## src/rtl/mux_rr_arbiter.sv

```systemverilog
// Round-robin arbiter that owns the select lines of a shared 4:1 mux.
// The previous owner is always lowest priority, and a hold limit stops any one requester from keeping the mux forever.
module mux_rr_arbiter #(
  parameter int unsigned HOLD_MAX = 4,
  parameter int unsigned CNT_W    = 3
) (
  input  logic       clk,
  input  logic       rst_n,
  input  logic [3:0] req,
  input  logic [3:0] done,
  output logic [3:0] gnt,
  output logic       s1,
  output logic       s0,
  output logic [1:0] owner,
  output logic       busy
);

  typedef enum logic {
    IDLE  = 1'b0,
    GRANT = 1'b1
  } state_t;

  typedef struct packed {
    logic       valid;
    logic [1:0] idx;
  } pick_t;

  localparam logic [CNT_W-1:0] HOLD_LIM = CNT_W'(HOLD_MAX);
  localparam logic [CNT_W-1:0] CNT_ONE  = CNT_W'(1);

  state_t           state_q, state_d;
  logic [3:0]       gnt_q, gnt_d;
  logic [1:0]       owner_q, owner_d;
  logic [CNT_W-1:0] cnt_q, cnt_d;

  // Scan from last+4 (last itself) down to last+1, so the nearest index after last wins.
  function automatic pick_t rr_pick(input logic [3:0] r, input logic [1:0] last);
    pick_t      res;
    logic [1:0] idx;
    res = '0;
    for (int k = 4; k >= 1; k--) begin
      idx = last + 2'(k);
      if (r[idx]) begin
        res.valid = 1'b1;
        res.idx   = idx;
      end
    end
    return res;
  endfunction

  function automatic logic [3:0] onehot(input logic [1:0] idx);
    return 4'b0001 << idx;
  endfunction

  logic [3:0] owner_oh;
  logic       rel_done;
  logic       rel_drop;
  logic       rel_hold;
  logic       release_now;
  pick_t      winner;

  assign owner_oh    = onehot(owner_q);
  assign rel_done    = done[owner_q];
  assign rel_drop    = ~req[owner_q];
  assign rel_hold    = (cnt_q == HOLD_LIM) && ((req & ~owner_oh) != 4'b0000);
  assign release_now = rel_done || rel_drop || rel_hold;
  // Whenever a hold-limit release fires, some other request is pending and outranks the owner.
  assign winner      = rr_pick(req, owner_q);

  // NOTE: every output of this block gets a default first, so no path can infer a latch.
  always_comb begin
    state_d = state_q;
    gnt_d   = gnt_q;
    owner_d = owner_q;
    cnt_d   = cnt_q;
    unique case (state_q)
      IDLE: begin
        if (winner.valid) begin
          state_d = GRANT;
          gnt_d   = onehot(winner.idx);
          owner_d = winner.idx;
          cnt_d   = CNT_ONE;
        end
      end
      GRANT: begin
        if (release_now) begin
          if (winner.valid) begin
            gnt_d   = onehot(winner.idx);
            owner_d = winner.idx;
            cnt_d   = CNT_ONE;
          end else begin
            state_d = IDLE;
            gnt_d   = 4'b0000;
            cnt_d   = '0;
          end
        end else if (cnt_q < HOLD_LIM) begin
          cnt_d = cnt_q + CNT_ONE;
        end
      end
      default: begin
        state_d = IDLE;
        gnt_d   = 4'b0000;
        cnt_d   = '0;
      end
    endcase
  end

  // NOTE: state updates use <= so every register samples the pre-edge values together.
  always_ff @(posedge clk) begin
    if (!rst_n) begin
      state_q <= IDLE;
      gnt_q   <= 4'b0000;
      owner_q <= 2'd3;
      cnt_q   <= '0;
    end else begin
      state_q <= state_d;
      gnt_q   <= gnt_d;
      owner_q <= owner_d;
      cnt_q   <= cnt_d;
    end
  end

  assign gnt   = gnt_q;
  assign owner = owner_q;
  assign s1    = owner_q[1];
  assign s0    = owner_q[0];
  assign busy  = |gnt_q;

endmodule

```

## config.mk

```make
export PLATFORM = sky130hd
export DESIGN_NAME = mux_rr_arbiter
export DESIGN_NICKNAME = d
export VERILOG_FILES = /design/src/rtl/mux_rr_arbiter.sv
export SDC_FILE = /design/constraint.sdc
export NUM_CORES = 1
export LEC_CHECK = 0
export BUFFER_PORTS_ARGS = -buffer_cell sky130_fd_sc_hd__buf_2
export CORE_MARGIN = 2
export CORE_UTILIZATION = 54
export CTS_BUF_LIST = sky130_fd_sc_hd__clkbuf_4 sky130_fd_sc_hd__clkbuf_8 sky130_fd_sc_hd__clkbuf_16
export CTS_CLUSTER_DIAMETER = 80
export DETAILED_ROUTE_END_ITERATION = 10
export PLACE_DENSITY_LB_ADDON = 0.25
export SYNTH_ARGS = -nofsm -noshare
export SYNTH_HDL_FRONTEND = slang
export SYNTH_SLANG_ARGS = --single-unit
```

## constraint.sdc

```tcl
create_clock -name clk -period 3.7 [get_ports clk]
set_input_delay 0.74 -clock clk [delete_from_list [all_inputs] [get_ports clk]]
set_output_delay 0.74 -clock clk [all_outputs]
set_load 0.02 [all_outputs]
```

==> impl_metrics.toml <==
[yosys]
synth-edff-count = 0
netlist_area_um2 = 726
ys_seq_area_frac = 0.276
synth.ff_latch_count = 10
synth_cell_type_count = 33
yosysWarningCount = 0
synthCells = 85
primary_ff_master_synth = "sky130_fd_sc_hd__dfxtp_1"
synth_async_sr_flop_share = 0
syn-mean-instance-area_um2 = 8.54
synth_nets = 101

[setup_path]
timing.critical_path.slowest_cell_delay_ns = 0.54
cell_family_contributing_the_most_delay_on_the_critical_path = "compound AO/OA/AOI/OAI gates"
worstSetupPathType = "flop to flop"
cpMaxStageDelayCell = "sky130_fd_sc_hd__dfxtp_1"
cp_launch_type = "flop"
worst-r2r-setup-slack_ns = 1.52
r2r_cells = 7
rr_startpoint = "owner[0]$_SDFFE_PN1P_"
cp.buffers_inverters = 1
timing.critical_path.fanout_max = 11
critPathArrivalTime_ns = 2.34
critPathCaptureType = "flop"
required_ns = 3.85
crit_chain = "inv_1, ha_1, o21bai_1, a21oi_1, nor2_1, o31a_1, a32o_1"
r2r_end = "gnt[2]$_SDFFE_PN0P_"

[routing]
via_per_inst = 6.00
drc_errors = 0
detailedRoute.firstIterationViolations = 22
ant_nets = 0
postRouteWirelength_um = 1560
detailroute.via_count = 702
wl_per_cell_um = 13.3
drt_pass1_iterations = 4

[die]
num_rows = 13
chipHeight_um = 40.7
io_pins = 19
die_w_um = 40.7
core-area_mm2 = 0.00128
floorplan.die_area_mm2 = 0.00165
start_util = 0.565

[place]
pre_cts_worst_setup_slack_ns = 1.42
detailed_place_hpwl_um = 1180
gp_routability_congestion = 0.850
buffer_ports.inserted = 18

[pwr]
share_seq_of_total_power = 0.355
power.ir.vdd_worst_uv = 392
p_comb_frac = 0.479
clkPwrFrac = 0.166
net-switching-power_uw = 184
net_switching_share_of_the_total_power = 0.424
cellPowerDensity_mw_per_mm2 = 522
p_int_uw = 250
static-leakage-power_uw = 0.000368

[grt]
first_pass_grt_wire_length_um = 2390
antenna_found_initial = 0
grt_max_degree = 12
total_routing_usage_reported_by_global_routing = 0.219
gr-total-overflow = 0
grt_pass1_vias = 568

[sta]
final-hold-violation-count = 0
slew_headroom = 0.606
max_slew.worst_pin.slew_ns = 0.585
final_max_slew_viol_count = 0
fmax_ghz = 0.458
timing.final.crit_period_ns = 2.18
finalWorstSetupSlack_ns = 1.52
rsz0062_at_grt = "no"
timing.setup.tns_ns = 0
finalSetupViolations = 0
fin_worst_skew_ns = 0.00265
final.period_utilization = 0.590

[cells_and_area]
insertedDiodeCount = 0
final_core_util = 0.648
num-nets-final = 120
area_delta_synth_final_pct = 14.7
drive_above_1_share = 0.265

[clocking]
cts.clk_slew.worst_paths_ns = 0.06
holdBufCountCts = 0
post-cts-setup-buffer-count = 0
cts_sinks = 10
cts_tree = "done"
cts_resized = 0
clock_latency_ns = 0.26
number_of_buffers_created_by_cts = 3
cts_max_level = 1
cts_buffer_depth = 2
clock-root-buffer = "sky130_fd_sc_hd__clkbuf_4"

[outcome]
result_of_the_run = "completed"

[worst_hold_path]
min-delay-start = "gnt[1]$_SDFFE_PN0P_"
hold_path.class = "flop to flop"
hold-path-cell-count = 1
hold_path_end = "gnt[1]$_SDFFE_PN0P_"

[flow_run]
timing.max_cap.violations = 0
synthesized netlist by cell type (all sizes together), types with 2 or more instances:
cell type   n  area share
a211oi      3       0.031
a21oi       7       0.048
a32o        2       0.028
buf         4       0.034
dfxtp      10        0.28
ha          6        0.10
inv         7       0.036
nand2       2       0.010
nand2b      2       0.017
nand3       3       0.021
nor2        7       0.036
nor2b      11       0.095
o21ai       2       0.014
o2bb2ai     2       0.024
worst max path at each step:
stage | to | slack, ns | from | cells past startpoint
finish | gnt[2]$_SDFFE_PN0P_ | 1.52 | owner[0]$_SDFFE_PN1P_ | 7
global route | gnt[2]$_SDFFE_PN0P_ | 1.40 | owner[0]$_SDFFE_PN1P_ | 7
CTS | gnt[2]$_SDFFE_PN0P_ | 1.52 | owner[0]$_SDFFE_PN1P_ | 7
detailed placement | owner[1]$_SDFFE_PN1P_ | 1.42 | req[3] | 6
global placement | owner[1]$_SDFFE_PN1P_ | 1.48 | req[3] | 6
floorplan | owner[1]$_SDFFE_PN1P_ | 1.55 | req[2] | 6
worst reg2reg max path, delay by kind of cell, from the launching register on:
kind	cells	cell delay, ns
DFF	1	0.54
AOI/OAI and AO/OA	4	0.92
adders and majority gates	1	0.36
buffers and inverters	1	0.19
and+or+nand+nor	1	0.07
stage by stage:
step           power [uW]  area (um2)  std cells  hold WS (ns)
2_1_floorplan         312         726         85         0.480
3_3_place_gp          360         810        114         0.467
3_5_place_dp          363         810        114         0.469
4_1_cts               437         832        117         0.482
5_1_grt               466         832        117         0.497
6_report              434         832        117         0.479
sequential cells by signal, indices dropped and copies added (netlist names):
signal,count
cnt_q,3
gnt,4
owner,2
state_q,1
placed cells by master (no fill, tap or decap), drive strengths merged, types with 2 or more instances in the layout:
cell type  count
a211oi         3
a21oi          7
a32o           2
buf           18
clkbuf         3
dfxtp         10
ha             6
inv            7
nand2          2
nand2b         2
nand3          3
nor2           7
nor2b         11
o21ai          2
o2bb2ai        2
layer usage:
layer	GRT usage	part of all wire	vias up
li1	-	-	346
met1	0.286	0.47	332
met2	0.353	0.46	24
met3	0.0978	0.064	0
met4	0	0	0
met5	0	0	-
logic make-up after synthesis:
family | count (synthesis) | synth area share
fa+ha+maj | 6 | 0.103
buf+inv | 11 | 0.0707
flops | 10 | 0.276
simple gates | 30 | 0.231
compound gates | 26 | 0.274
mux | 2 | 0.0448
power groups by stage:
stage / Sequential [uW] / Clock (uW) / Combinational [uW]
final: 154 / 72.2 / 208
after global routing: 157 / 81.8 / 227
after CTS: 154 / 74.5 / 208
after detailed placement: 156 / 0 / 206
after global placement: 156 / 0 / 204
after floorplan: 166 / 0 / 146
area by class of cell:
| cell class | instances | area (um2) |
|---|---|---|
| clock buffer | 3 | 22.5 |
| fill | 121 | 453 |
| inverter | 7 | 26.3 |
| multi-input combinational | 64 | 474 |
| sequential | 10 | 200 |
| tap | 15 | 18.8 |
| timing repair buffer | 18 | 90.1 |
No activity file was read; power rests on OpenSTA's default activity.
